## src/rtl/cle_sram_arb.sv

```systemverilog
`timescale 1ns/1ps
// Two-requester round-robin arbiter for the CLE single-port label SRAM.
// Define CLE_ARB_LOCK_EN to build burst lock (LOCK0/LOCK1 states and the lock counter).
module cle_sram_arb #(
  parameter int unsigned AW       = 10,
  parameter int unsigned DW       = 8,
  parameter int unsigned LOCK_MAX = 32
) (
  input  logic          clk,
  input  logic          reset,
  input  logic          req0,
  input  logic          req1,
  input  logic          we0,
  input  logic          we1,
  input  logic [AW-1:0] addr0,
  input  logic [AW-1:0] addr1,
  input  logic [DW-1:0] wdata0,
  input  logic [DW-1:0] wdata1,
  input  logic          lock0,
  input  logic          lock1,
  output logic          gnt0,
  output logic          gnt1,
  output logic          rvalid0,
  output logic          rvalid1,
  output logic [DW-1:0] rdata,
  input  logic [DW-1:0] sram_q,
  output logic [AW-1:0] sram_a,
  output logic [DW-1:0] sram_d,
  output logic          sram_wen
);

  logic last_q, last_d;
  logic rvalid0_q, rvalid1_q;

`ifdef CLE_ARB_LOCK_EN
  localparam logic [1:0] StArb   = 2'd0;
  localparam logic [1:0] StLock0 = 2'd1;
  localparam logic [1:0] StLock1 = 2'd2;
  localparam int unsigned CW = $clog2(LOCK_MAX + 1);

  logic [1:0]    state_q, state_d;
  logic [CW-1:0] cnt_q, cnt_d, cnt_inc;
`else
  logic lock_unused;
  assign lock_unused = lock0 ^ lock1;
`endif

  // Grant decode: held low for the whole reset assertion, not just until the next edge.
  always_comb begin
    gnt0 = 1'b0;
    gnt1 = 1'b0;
    if (!reset) begin
`ifdef CLE_ARB_LOCK_EN
      if (state_q == StLock0) begin
        gnt0 = req0;
      end else if (state_q == StLock1) begin
        gnt1 = req1;
      end else
`endif
      begin
        if (req0 && req1) begin
          gnt0 = last_q;
          gnt1 = ~last_q;
        end else begin
          gnt0 = req0;
          gnt1 = req1;
        end
      end
    end
  end

  // Only the lock owner can be granted while locked, so last already equals the owner on exit.
  always_comb begin
    last_d = last_q;
    if (gnt0) begin
      last_d = 1'b0;
    end else if (gnt1) begin
      last_d = 1'b1;
    end
  end

`ifdef CLE_ARB_LOCK_EN
  always_comb begin
    state_d = state_q;
    cnt_d   = cnt_q;
    cnt_inc = (cnt_q == CW'(LOCK_MAX)) ? cnt_q : cnt_q + 1'b1;
    case (state_q)
      StLock0: begin
        cnt_d = cnt_inc;
        if (!lock0 || (cnt_inc == CW'(LOCK_MAX))) begin
          state_d = StArb;
          cnt_d   = '0;
        end
      end
      StLock1: begin
        cnt_d = cnt_inc;
        if (!lock1 || (cnt_inc == CW'(LOCK_MAX))) begin
          state_d = StArb;
          cnt_d   = '0;
        end
      end
      default: begin
        state_d = StArb;
        if (gnt0 && lock0) begin
          state_d = StLock0;
          cnt_d   = CW'(1);
        end else if (gnt1 && lock1) begin
          state_d = StLock1;
          cnt_d   = CW'(1);
        end
      end
    endcase
  end

  always_ff @(posedge clk or posedge reset) begin
    if (reset) begin
      state_q <= StArb;
      cnt_q   <= '0;
    end else begin
      state_q <= state_d;
      cnt_q   <= cnt_d;
    end
  end
`endif

  always_ff @(posedge clk or posedge reset) begin
    if (reset) begin
      last_q    <= 1'b1;
      rvalid0_q <= 1'b0;
      rvalid1_q <= 1'b0;
    end else begin
      last_q    <= last_d;
      rvalid0_q <= gnt0 & ~we0;
      rvalid1_q <= gnt1 & ~we1;
    end
  end

  always_comb begin
    sram_a   = '0;
    sram_d   = '0;
    sram_wen = 1'b1;
    if (gnt0) begin
      sram_a   = addr0;
      sram_d   = wdata0;
      sram_wen = ~we0;
    end else if (gnt1) begin
      sram_a   = addr1;
      sram_d   = wdata1;
      sram_wen = ~we1;
    end
  end

  assign rvalid0 = rvalid0_q;
  assign rvalid1 = rvalid1_q;
  assign rdata   = sram_q;

endmodule

```

## config.mk

```make
export PLATFORM = sky130hd
export DESIGN_NAME = cle_sram_arb
export DESIGN_NICKNAME = d
export VERILOG_FILES = /design/src/rtl/cle_sram_arb.sv
export SDC_FILE = /design/constraint.sdc
export NUM_CORES = 1
export LEC_CHECK = 0
export ABC_AREA = 1
export CORE_ASPECT_RATIO = 1.4
export CORE_MARGIN = 3
export CORE_UTILIZATION = 24
export CTS_BUF_LIST = sky130_fd_sc_hd__clkbuf_2 sky130_fd_sc_hd__clkbuf_4 sky130_fd_sc_hd__clkbuf_8
export DETAILED_ROUTE_END_ITERATION = 10
export PLACE_DENSITY = 0.88
export SETUP_SLACK_MARGIN = 0.2
export SLEW_MARGIN = 20
export SYNTH_ARGS = -nofsm -noshare
export SYNTH_HDL_FRONTEND = slang
export SYNTH_SLANG_ARGS = --single-unit
```

## constraint.sdc

```tcl
create_clock -name clk -period 2.43 [get_ports clk]
set_input_delay 0.243 -clock clk [delete_from_list [all_inputs] [get_ports clk]]
set_output_delay 0.243 -clock clk [all_outputs]
set_load 0.02 [all_outputs]
```

==> qor.yml, run 1 <==
flow_run:
  drv_cap: 0
logic_synthesis:
  seq_area_frac_synth: 0.1525
  synthDistinctLibCells: 16
  synth_common_cells: "nand2_1 (37), nand3_1 (18), buf_4 (8)"
  synthTopCellsByArea: "nand2_1 (28%), nand3_1 (18%), buf_4 (12%), dfrtp_1 (10%), nand2_2 (6.3%)"
  synth-edff-count: 0
  synth_simple_gate_area_frac: 0.5750
  yosysMostFrequentCell: "nand2_1"
  yosys_warnings: 0
  synthArstFlopShare: 1.000
  ys_ff_latch: 3
  synth_top_family_by_area: "simple AND/OR/NAND/NOR gates"
  syn_avg_cell_area_um2: 5.561
  synthMuxAreaShare: 0
  netlist_instances: 90
  syn-cell-area_um2: 500.5
  synth-xor-area-share: 0
  syn_nets: 142
  synth_ff_type: "dfrtp_1"
  synth-compound-area-share: 0.01000
  synthAdderAreaFrac: 0
  synth_top_area_share: 0.2775
  synth_top_area_cell: "nand2_1"
power_and_ir_drop:
  power_frac_clock: 0.269
  power_frac_seq: 0.156
  power_switching_mw: 0.1272
  leakagePower_nw: 0.8129
  p_sw_frac: 0.3398
  comb_power_share: 0.575
  p_per_area_mw_per_mm2: 319.6
  intPower_mw: 0.2471
  peakVddDrop_mv: 0.3230
floorplan:
  die-area_mm2: 0.002677
  rows: 18
  die_y_um: 60.03
  ios: 83
  start_util: 0.2677
  core_area_mm2: 0.001869
  die_w_um: 44.60
timing:
  setup-violations-final: 0
  tns_ns: 0
  slew_viol_final: 0
  worst_pin_slew_ns: 0.2516
  period_needed_ns: 2.150
  rsz0062_at_grt: "no"
  relSlewSlack: 0.8320
  fin_ws_ns: 0.2799
  hold_violations: 0
  fmax_ghz: 0.4651
  fin_crit_sh: 0.8848
  finalClockSkew_ns: 0.01058
setup_path:
  cp-end-kind: "primary output"
  critPathLaunchType: "input port"
  ff2ff_path_depth: 4
  worst_ep_arrival_time_ns: 1.91
  r2r_setup_slack_ns: 1.39
  crit_type: "in -> out"
  r2r_start: "last_q$_DFFE_PP1P_"
  rr_endpoint: "rvalid1$_DFF_PP0_"
  cp.required_ns: 2.19
  worstPathMaxFanout: 19
cts:
  clock_latency_ns: 0.24
  cts_sinks: 3
  cts_tree: "yes"
  root_buffer: "clkbuf_4"
  path_clk_slew_ns: 0.03
  h-tree-depth: 1
  clockBufferDepth: 2
  cts_buffers: 3
status:
  status: "completed"
final_layout:
  antennaDiodeCount: 0
  fin_nets: 201
  drive_above_1_share: 0.1014
  syn_to_final_growth_pct: 134.0
  fillCellCount: 155
drt:
  drtAntennaViolNets: 0
  wirelength_mm: 2.006
  wl_per_cell_um: 11.94
  drt_iter0_drc: 7
  drt-met1-wl_um: 641
  drt-vias-per-instance: 4.595
  dr.max_layer_used: "met4"
  route.met2.wl_mm: 1.009
  wl_met3_um: 325
  drcViolationCount: 0
  vias: 772
  first_pass_iters: 4
grt:
  grt_start_max_net_pins: 20
  grt_pass1_vias: 768
  grt_pass1_wl_mm: 3.008
  grt_overflow_total: 0
  antenna_found_initial: 0
  grt_use_total: 0.1480
placement:
  dp_slack_ns: 0.2151
  port_buffers: 64
  gp_routability_congestion: 0.7559
  place_hpwl_mm: 1.613
hold_path:
  holdCritPathClass: "in -> async"
## layout by cell type (no fill, tap or decap), drive strengths merged
cell type	Yosys	layout
inv	8	8
o21ai	1	1
dfrtp	2	2
nor2	3	3
nand3	18	18
clkbuf	1	4
nand3b	1	1
nand4	1	1
clkdlybuf4s50	0	46
buf	12	3
dlymetal6s2s	0	18
dfstp	1	1
nand2	42	42
## cell type report
cell class | count | area, um^2 | area share
repair buffers | 67 | 711.9 | 0.6079
multi-input cells | 66 | 292.8 | 0.2500
flip-flops and latches | 3 | 76.32 | 0.06517
inverters | 8 | 35.03 | 0.02991
clock buffers | 4 | 30.03 | 0.02564
well taps | 20 | 25.02 | 0.02137
## power by group through the flow
stage	registers (mW)	logic [mW]	clock network, mW
after floorplan	0.0599	0.109	0
after global placement	0.0586	0.216	0
after detailed placement	0.0587	0.220	0
after CTS	0.0582	0.221	0.103
after global routing	0.0585	0.232	0.111
final	0.0583	0.215	0.101
## stage by stage
| step | instances | total power [mW] | utilization | area (um^2) | hold slack [ns] |
|---|---|---|---|---|---|
| floorplan | 90 | 0.1689 | - | 500.5 | 0.004339 |
| global placement | 164 | 0.2746 | 0.5830 | 1090 | 0.4861 |
| detailed placement | 164 | 0.2788 | 0.5830 | 1090 | 0.4861 |
| CTS | 168 | 0.3826 | 0.5991 | 1120 | 0.2756 |
| global route | 168 | 0.4014 | 0.6265 | 1171 | 0.2889 |
| finish | 168 | 0.3743 | 0.6265 | 1171 | 0.2839 |
## layer usage
layer	up-vias	track usage
li1	390	-
met1	321	0.1356
met2	57	0.2793
met3	4	0.05723
met4	0	0.06034
met5	-	0
## timing repair
action / in CTS / in global routing
gates resized for setup: 0 / 20
setup buffers: 0 / 0
endpoints found under the setup margin: 0 / 19
hold buffers: 0 / 0
endpoints found under the hold margin: 0 / 0
## worst max-delay path: stages
cell             delay [ns]
clkdlybuf4s50_1        0.51
inv_1                  0.06
nor2_1                 0.16
buf_6                  0.20
nand3_1                0.08
nand2_1                0.07
clkdlybuf4s50_1        0.59
## flip-flops by register name, indices dropped and copies added, names as in the netlist
name	cells
rvalid0	1
rvalid1	1
last_q	1
## cells by family (layout without fill, tap and decap cells)
kind of cell    count (synthesis)  after routing
simple gates                   65             65
flops                           3              3
compound gates                  1              1
buf+inv                        21             79
## worst max path at each step
| stage | startpoint | slack, ns | to | cells past startpoint |
|---|---|---|---|---|
| 3_5_place_dp | req1 | 0.22 | sram_d[4] | 7 |
| 5_1_grt | req1 | 0.21 | sram_a[6] | 7 |
| 3_3_place_gp | req0 | 0.29 | sram_d[6] | 8 |
| 4_1_cts | req1 | 0.21 | sram_d[4] | 7 |
| 6_report | req1 | 0.28 | sram_a[6] | 7 |
| 2_1_floorplan | last_q$_DFFE_PP1P_ | 1.05 | sram_a[1] | 7 |
No activity file was read; power rests on OpenSTA's default activity.
==> inputs of run 2 (changes only) <==
--- a/config.mk
+++ b/config.mk
@@ -12,7 +12,9 @@
 export CTS_BUF_LIST = sky130_fd_sc_hd__clkbuf_2 sky130_fd_sc_hd__clkbuf_4 sky130_fd_sc_hd__clkbuf_8
 export DETAILED_ROUTE_END_ITERATION = 10
 export PLACE_DENSITY = 0.88
+export RECOVER_POWER = 50
 export SETUP_SLACK_MARGIN = 0.2
+export SKIP_LAST_GASP = 1
 export SLEW_MARGIN = 20
 export SYNTH_ARGS = -nofsm -noshare
 export SYNTH_HDL_FRONTEND = slang
==> run 2 against run 1 <==
Sequential share of layout area increased by 0.099 points. Via count increased by 0.13%. Count of clock-buffer cells in the layout unchanged. Largest power group unchanged. Total power decreased by 0.88%. Fmax decreased by 3.2%. Critical path type unchanged.
==> qor.yml, run 2 (synthesis gave the netlist of run 1 again) <==
power_and_ir_drop:
  power_frac_seq: 0.157
  p_per_area_mw_per_mm2: 321.6
  leakagePower_nw: 0.7840
  power_frac_clock: 0.271
  intPower_mw: 0.2438
  peakVddDrop_mv: 0.3211
  power_switching_mw: 0.1272
  p_sw_frac: 0.3429
  comb_power_share: 0.571
drt:
  drtAntennaViolNets: 0
  first_pass_iters: 4
  drt_iter0_drc: 7
  wl_per_cell_um: 11.96
  drt-vias-per-instance: 4.601
  vias: 773
  wirelength_mm: 2.010
  drcViolationCount: 0
timing:
  finalClockSkew_ns: 0.01058
  relSlewSlack: 0.8320
  slew_viol_final: 0
  rsz0062_at_grt: "no"
  setup-violations-final: 0
  tns_ns: 0
  worst_pin_slew_ns: 0.2516
  fmax_ghz: 0.4503
  fin_crit_sh: 0.9138
  hold_violations: 0
  period_needed_ns: 2.221
grt:
  grt_overflow_total: 0
  grt_pass1_vias: 768
  grt_use_total: 0.1480
  grt_pass1_wl_mm: 3.008
  grt_start_max_net_pins: 20
  antenna_found_initial: 0
final_layout:
  syn_to_final_growth_pct: 130.5
  final_cell_mix: "clkdlybuf4s50_1 (43), nand2_1 (37), nand3_1 (18), dlymetal6s2s_1 (16), inv_1 (7)"
  fin_nets: 201
  final_common_cell: "clkdlybuf4s50_1"
  drive_above_1_share: 0.1014
  utilization: 0.6171
  antennaDiodeCount: 0
  fillCellCount: 161
setup_path:
  cp-startpoint: "reset"
  r2r_setup_slack_ns: 1.39
  critPathLaunchType: "input port"
  r2r_start: "last_q$_DFFE_PP1P_"
  crit_type: "in -> out"
  ff2ff_path_depth: 4
  cp-end-kind: "primary output"
  rr_endpoint: "rvalid1$_DFF_PP0_"
  cp.required_ns: 2.19
  worst_ep_arrival_time_ns: 1.98
  worstSetupEndpoint: "sram_a[6]"
  worstPathMaxFanout: 19
cts:
  post-cts-setup-buffers: 0
  cts_tree: "yes"
  path_clk_slew_ns: 0.03
  h-tree-depth: 1
  root_buffer: "clkbuf_4"
  cts_buffers: 3
  cts_sinks: 3
  clock_latency_ns: 0.24
  clockBufferDepth: 2
floorplan:
  start_util: 0.2677
  core_area_mm2: 0.001869
  die_y_um: 60.03
  rows: 18
  ios: 83
  die-area_mm2: 0.002677
  die_w_um: 44.60
placement:
  gp_routability_congestion: 0.7559
  place_hpwl_mm: 1.613
  port_buffers: 64
hold_path:
  holdCritPathClass: "in -> async"
status:
  status: "completed"
flow_run:
  drv_cap: 0
## run 2: cell type report
type                    instances  area (um^2)  area share
clock buffers                   4        30.03     0.02603
multi-input cells              66        292.8      0.2538
well taps                      20        25.02     0.02169
inverters                       8        35.03     0.03037
repair buffers                 67        694.4      0.6020
flip-flops and latches          3        76.32     0.06616
## run 2: critical path: stages
cell and delay (ns):
dlygate4sd3_1 0.59, nor2_2 0.16, nand2_2 0.11, inv_6 0.16
nand2_1 0.07, nand2_1 0.05, clkdlybuf4s50_1 0.59
## run 2: worst min path at each step
| stage | from | end | slack (ns) |
|---|---|---|---|
| floorplan | reset | rvalid0$_DFF_PP0_ | 0.004 |
| global placement | sram_q[0] | rdata[0] | 0.49 |
| detailed placement | sram_q[0] | rdata[0] | 0.49 |
| CTS | reset | rvalid1$_DFF_PP0_ | 0.28 |
| global route | reset | rvalid1$_DFF_PP0_ | 0.40 |
| finish | reset | rvalid1$_DFF_PP0_ | 0.40 |
## run 2: stage by stage
| stage | hold slack (ns) | cell area (um^2) | total power, mW | worst slack, ns | instances |
|---|---|---|---|---|---|
| after global placement | 0.4861 | 1090 | 0.2746 | 0.2854 | 164 |
| after global routing | 0.4048 | 1154 | 0.3981 | 0.1450 | 168 |
| after detailed placement | 0.4861 | 1090 | 0.2788 | 0.2151 | 164 |
| final | 0.4037 | 1154 | 0.3710 | 0.2094 | 168 |
| after floorplan | 0.004339 | 500.5 | 0.1689 | 1.049 | 90 |
| after CTS | 0.2756 | 1120 | 0.3826 | 0.2129 | 168 |
## run 2: what timing repair did
item                                    4_1_cts  5_1_grt
endpoints found under the hold margin         0        0
hold buffers                                  0        0
endpoints found under the setup margin        0       19
resized for setup                             0       20
## run 2: per-layer routing
metal / vias to the layer above / track usage / wire (um)
li1: 390 / - / -
met1: 322 / 0.1356 / 633
met2: 57 / 0.2793 / 1008
met3: 4 / 0.05723 / 339
met4: 0 / 0.06034 / 29
met5: - / 0 / 0
## run 2: power groups by stage
stage / Combinational [mW] / Clock, mW / Sequential (mW)
finish: 0.212 / 0.101 / 0.0583
CTS: 0.221 / 0.103 / 0.0582
detailed placement: 0.220 / 0 / 0.0587
floorplan: 0.109 / 0 / 0.0599
global route: 0.228 / 0.111 / 0.0585
global placement: 0.216 / 0 / 0.0586
